### src/rtl/prio_codec_pkg.sv
// rtl/prio_codec_pkg.sv - shared widths, state encoding and one-hot helper for the index codec path
package prio_codec_pkg;

  localparam int IDX_W_DEFAULT = 3;
  localparam int VEC_W_DEFAULT = 2 ** IDX_W_DEFAULT;

  typedef enum logic [1:0] {
    IDLE  = 2'd0,
    ACCUM = 2'd1,
    HOLD  = 2'd2
  } state_e;

  // Expand an encoded index back into its single request bit.
  function automatic logic [VEC_W_DEFAULT-1:0] onehot(input logic [IDX_W_DEFAULT-1:0] idx);
    logic [VEC_W_DEFAULT-1:0] vec;
    vec      = '0;
    vec[idx] = 1'b1;
    return vec;
  endfunction

endpackage

### src/rtl/sat_counter.sv
// rtl/sat_counter.sv - clearable up-counter that sticks at its all-ones value
module sat_counter #(
  parameter int WIDTH = 4
) (
  input  logic             clk,
  input  logic             reset,
  input  logic             clr,
  input  logic             inc,
  output logic [WIDTH-1:0] count
);

  localparam logic [WIDTH-1:0] MAX = '1;

  logic [WIDTH-1:0] count_q;
  logic [WIDTH-1:0] count_d;

  // Clear wins over increment; the count never wraps past MAX.
  always_comb begin
    count_d = count_q;
    if (clr) begin
      count_d = '0;
    end else if (inc && (count_q != MAX)) begin
      count_d = count_q + WIDTH'(1);
    end
  end

  // Counter register with synchronous reset.
  always_ff @(posedge clk) begin
    if (reset) begin
      count_q <= '0;
    end else begin
      count_q <= count_d;
    end
  end

  assign count = count_q;

endmodule

### src/rtl/index_vector_decoder.sv
// rtl/index_vector_decoder.sv - rebuilds the OR'd request mask, beat count and duplicate flag of an index frame
module index_vector_decoder
  import prio_codec_pkg::*;
#(
  parameter int IDX_W = IDX_W_DEFAULT,
  parameter int CNT_W = 4
) (
  input  logic                  clk,
  input  logic                  reset,
  input  logic                  in_valid,
  output logic                  in_ready,
  input  logic [IDX_W-1:0]      in_idx,
  input  logic                  in_last,
  output logic                  out_valid,
  input  logic                  out_ready,
  output logic [(2**IDX_W)-1:0] out_mask,
  output logic [CNT_W-1:0]      out_count,
  output logic                  out_dup
);

  localparam int VEC_W = 2 ** IDX_W;

  state_e           state_q;
  logic [VEC_W-1:0] acc_mask_q;
  logic [VEC_W-1:0] acc_mask_d;
  logic             acc_dup_q;
  logic             acc_dup_d;
  logic             out_valid_q;
  logic [VEC_W-1:0] beat_bit;
  logic             beat;
  logic             xfer;

  generate
    if (IDX_W == IDX_W_DEFAULT) begin : g_pkg_onehot
      assign beat_bit = onehot(in_idx);
    end else begin : g_shift_onehot
      assign beat_bit = VEC_W'(1) << in_idx;
    end
  endgenerate

  // Input is stalled for as long as a summary is waiting downstream.
  assign in_ready = (state_q != HOLD);
  assign beat     = in_valid && in_ready;
  assign xfer     = out_valid_q && out_ready;

  // Fold the incoming bit into the mask; a bit already present marks a duplicate.
  always_comb begin
    acc_mask_d = acc_mask_q | beat_bit;
    acc_dup_d  = acc_dup_q || (|(acc_mask_q & beat_bit));
  end

  // Frame FSM: accumulate until the last beat, then hold the summary until taken.
  always_ff @(posedge clk) begin
    if (reset) begin
      state_q     <= IDLE;
      acc_mask_q  <= '0;
      acc_dup_q   <= 1'b0;
      out_valid_q <= 1'b0;
    end else begin
      case (state_q)
        IDLE, ACCUM: begin
          if (beat) begin
            acc_mask_q <= acc_mask_d;
            acc_dup_q  <= acc_dup_d;
            if (in_last) begin
              state_q     <= HOLD;
              out_valid_q <= 1'b1;
            end else begin
              state_q <= ACCUM;
            end
          end
        end
        HOLD: begin
          if (out_ready) begin
            state_q     <= IDLE;
            acc_mask_q  <= '0;
            acc_dup_q   <= 1'b0;
            out_valid_q <= 1'b0;
          end
        end
        default: begin
          state_q     <= IDLE;
          acc_mask_q  <= '0;
          acc_dup_q   <= 1'b0;
          out_valid_q <= 1'b0;
        end
      endcase
    end
  end

  sat_counter #(
    .WIDTH(CNT_W)
  ) u_beat_cnt (
    .clk  (clk),
    .reset(reset),
    .clr  (xfer),
    .inc  (beat),
    .count(out_count)
  );

  assign out_valid = out_valid_q;
  assign out_mask  = acc_mask_q;
  assign out_dup   = acc_dup_q;

endmodule

### config.mk
export PLATFORM = sky130hd
export DESIGN_NAME = index_vector_decoder
export DESIGN_NICKNAME = d
export VERILOG_FILES = /design/src/rtl/prio_codec_pkg.sv /design/src/rtl/sat_counter.sv /design/src/rtl/index_vector_decoder.sv
export SDC_FILE = /design/constraint.sdc
export NUM_CORES = 1
export LEC_CHECK = 0
export CORE_UTILIZATION = 46
export CTS_CLUSTER_DIAMETER = 120
export DETAILED_ROUTE_END_ITERATION = 8
export PLACE_DENSITY = 0.8
export SYNTH_ARGS = -nofsm -noshare
export SYNTH_HDL_FRONTEND = slang
export SYNTH_SLANG_ARGS = --single-unit
### constraint.sdc
create_clock -name clk -period 3.1 [get_ports clk]
set_clock_uncertainty 0.05 [all_clocks]
set_input_delay 0.465 -clock clk [delete_from_list [all_inputs] [get_ports clk]]
set_output_delay 0.465 -clock clk [all_outputs]
set_load 0.01 [all_outputs]
==> results.md <==
* Largest net degree at the start of global routing at 11
* Critical path endpoint category: primary output
* Nets at 110
* Max-cap violations at 0
* Top cells by count, synth: nor2_1 (17), dfxtp_1 (16), a21oi_1 (6)
* DR pass1 iterations at 4
* Cell taking the most area after synthesis: dfxtp_1
* Initial antenna violation count at 0
* Final wirelength at 1400 um
* CTS H-tree depth at 1
* Area share of the largest cell type after synthesis at 45.9%
* Cells after synthesis at 76
* Final Hold Vio Count at 0
* DPL Wire Length at 1060 um
* Unrepaired setup endpoints after global routing: no
* Clock power share at 25.8%
* Max IR drop VDD at 0.000284 V
* CTS tree: built
* IO buf count at 22
* DRC viols at 0
* Most frequent cell after synthesis: nor2_1
* Total design power at 398 uW
* Fmax at 521 MHz
* Worst setup SP type: flip-flop
* Total net switching power at 99.6 uW
* Vias in the first global route at 487
* Drt via density at 5.31
* N_diodes at 0
* Layout cell share with drive strength beyond 1 at 7.07%
* Layout overhead on the synthesized area at 35.1%
* Distinct cell type count after synthesis at 22
* GPL Wtd Cong at 0.826
* Post-Synthesis Cell Area at 698 um2
* Hold crit path type: flip-flop to flip-flop
* Critical-path top delay cell: clkdlybuf4s50_1
* Layout Utilization at 69.9%
* Post-CTS sizing at 0
* Post-synth top flop: dfxtp_1
* # clock sinks at 16
* Setup violations, final at 0
* Crit-path max FO at 4
* CP Class: flip-flop to primary output
* Hold-fix buffers at CTS at 0
* Chip height at 41.0 um
* Initial core utilization at 51.7%
* Critical path's top delay family: buffers and inverters
* Die area at 1680 um2
* Seq/Total Area, Yosys at 45.9%
* Crit path buf inv count at 1
* Relative slew slack at 71.7%
* Post-synth ARST share at 0%
* Post-route ant nets at 0
* Post-synth EDFFs at 0
* Outcome: finished clean
* Horiz. Die Dim at 41.0 um
* Fin crit period at 1.92 ns
* Crit-path cells: nand2b_1 > clkdlybuf4s50_1
* Clock Latency Late Sink at 0.27 ns
* Critical Path RT at 2.58 ns
* Placed inst area at 921 um2
* Row count at 13
* First-iteration detailed-routing DRC count at 6
* Max-slew violation count at 0
* Total GRT Usage at 18.8%
* Final hold slack at 0.440 ns
* Final Instance Area at 943 um2
* Lkg Pwr at 0.000366 uW
* DR vias at 605
* Core ar. at 1350 um2
* Synthesized area per cell at 9.19 um2
* Synth area leaders: dfxtp_1 (46%), nor2_1 (9.1%), mux2i_1 (7.2%), a21oi_1 (4.3%), xor2_1 (3.8%)
* Final period util at 61.9%
* CTS buffer count at 3
* I/O pin total at 23
* Power share of the sequential group at 56.4%
* Syn. warnings at 0
* Peak per-stage delay on the critical path at 0.55 ns
* Sw Share at 25.0%
* Comb pwr share at 17.8%
* Synthesis-stage register bit count at 16
* Worst EP arrival at 1.40 ns
* Power Density at 422 nW/um2
* Root Driver: clkbuf_4
* Slew @ Worst Pin at 0.421 ns
* WL/cell at 12.3 um
* Postcts setup bufs at 0
* Internal Power at 298 uW
* Worst R2R Setup Slack at 1.82 ns
* Total grt overflow at 0
* Clock Path Buffers at 2
* First-pass GRT wire length at 2060 um
* Reg clk slew, reported paths at 0.09 ns
* Setup TNS at 0 ns
* Post-synthesis net count at 85
[stage by stage]
step	setup WS, ns	std cells
2_1_floorplan	1.72	76
3_3_place_gp	1.14	111
3_5_place_dp	1.12	111
4_1_cts	1.18	114
5_1_grt	1.10	114
6_report	1.18	114
[worst paths after layout]
check,endpoint,cells after the start,start
hold / removal,out_dup,2,out_dup
hold reg to reg,out_dup,2,out_dup
setup / recovery,in_ready,2,state_q[0]
setup reg to reg,out_mask[6],4,state_q[1]
[worst reg2reg max path, stage by stage, from the launching register on]
cell	delay, ns
dfxtp_1	0.36
nor3b_2	0.19
nor3_1	0.38
a31oi_1	0.14
nor2_1	0.10
[placed cells by master (no fill, tap or decap), drive strengths merged, types with 3 or more instances in the layout]
cell type,netlist,layout
xor2,3,3
nand2,3,3
a21oi,6,6
clkbuf,0,3
a31oi,4,4
nand3,3,3
clkdlybuf4s50,0,22
mux2i,5,5
dfxtp,16,16
nor2,17,17
inv,3,3
[sequential cells by signal, indices dropped and copies added, names as in the netlist]
name              flops
out_mask              8
u_beat_cnt.count      4
state_q               2
out_dup               1
out_valid             1
[area by class of cell]
| type | instances | area [um2] |
|---|---|---|
| tap | 15 | 18.8 |
| timing repair buffer | 22 | 220 |
| sequential | 16 | 320 |
| inverter | 3 | 11.3 |
| multi-input combinational | 55 | 350 |
| fill | 124 | 407 |
| clock buffer | 3 | 22.5 |
[kinds of logic after synthesis]
| kind of cell | Yosys count | share of synthesized area [%] |
|---|---|---|
| fa+ha+maj | 1 | 1.79 |
| xor+xnor | 3 | 3.76 |
| simple gates | 32 | 22.6 |
| mux | 6 | 10.4 |
| buf+inv | 5 | 3.94 |
| compound gates | 13 | 11.6 |
| flops | 16 | 45.9 |
[metal layers]
metal	track usage [%]	vias to the layer above	share of wire, %
met5	0	-	0
met4	10.0	0	1.0
met3	3.80	2	5.4
met2	28.9	16	45
met1	24.5	277	49
li1	-	310	-
[power by group through the flow]
stage / clock [uW] / sequential [uW] / combinational (uW)
4_1_cts: 107 / 224 / 71.1
3_5_place_dp: 0 / 229 / 70.6
2_1_floorplan: 0 / 232 / 33.7
3_3_place_gp: 0 / 229 / 69.8
6_report: 103 / 225 / 70.7
5_1_grt: 116 / 226 / 77.4
Note: power is estimated with default switching activity, not from simulation.
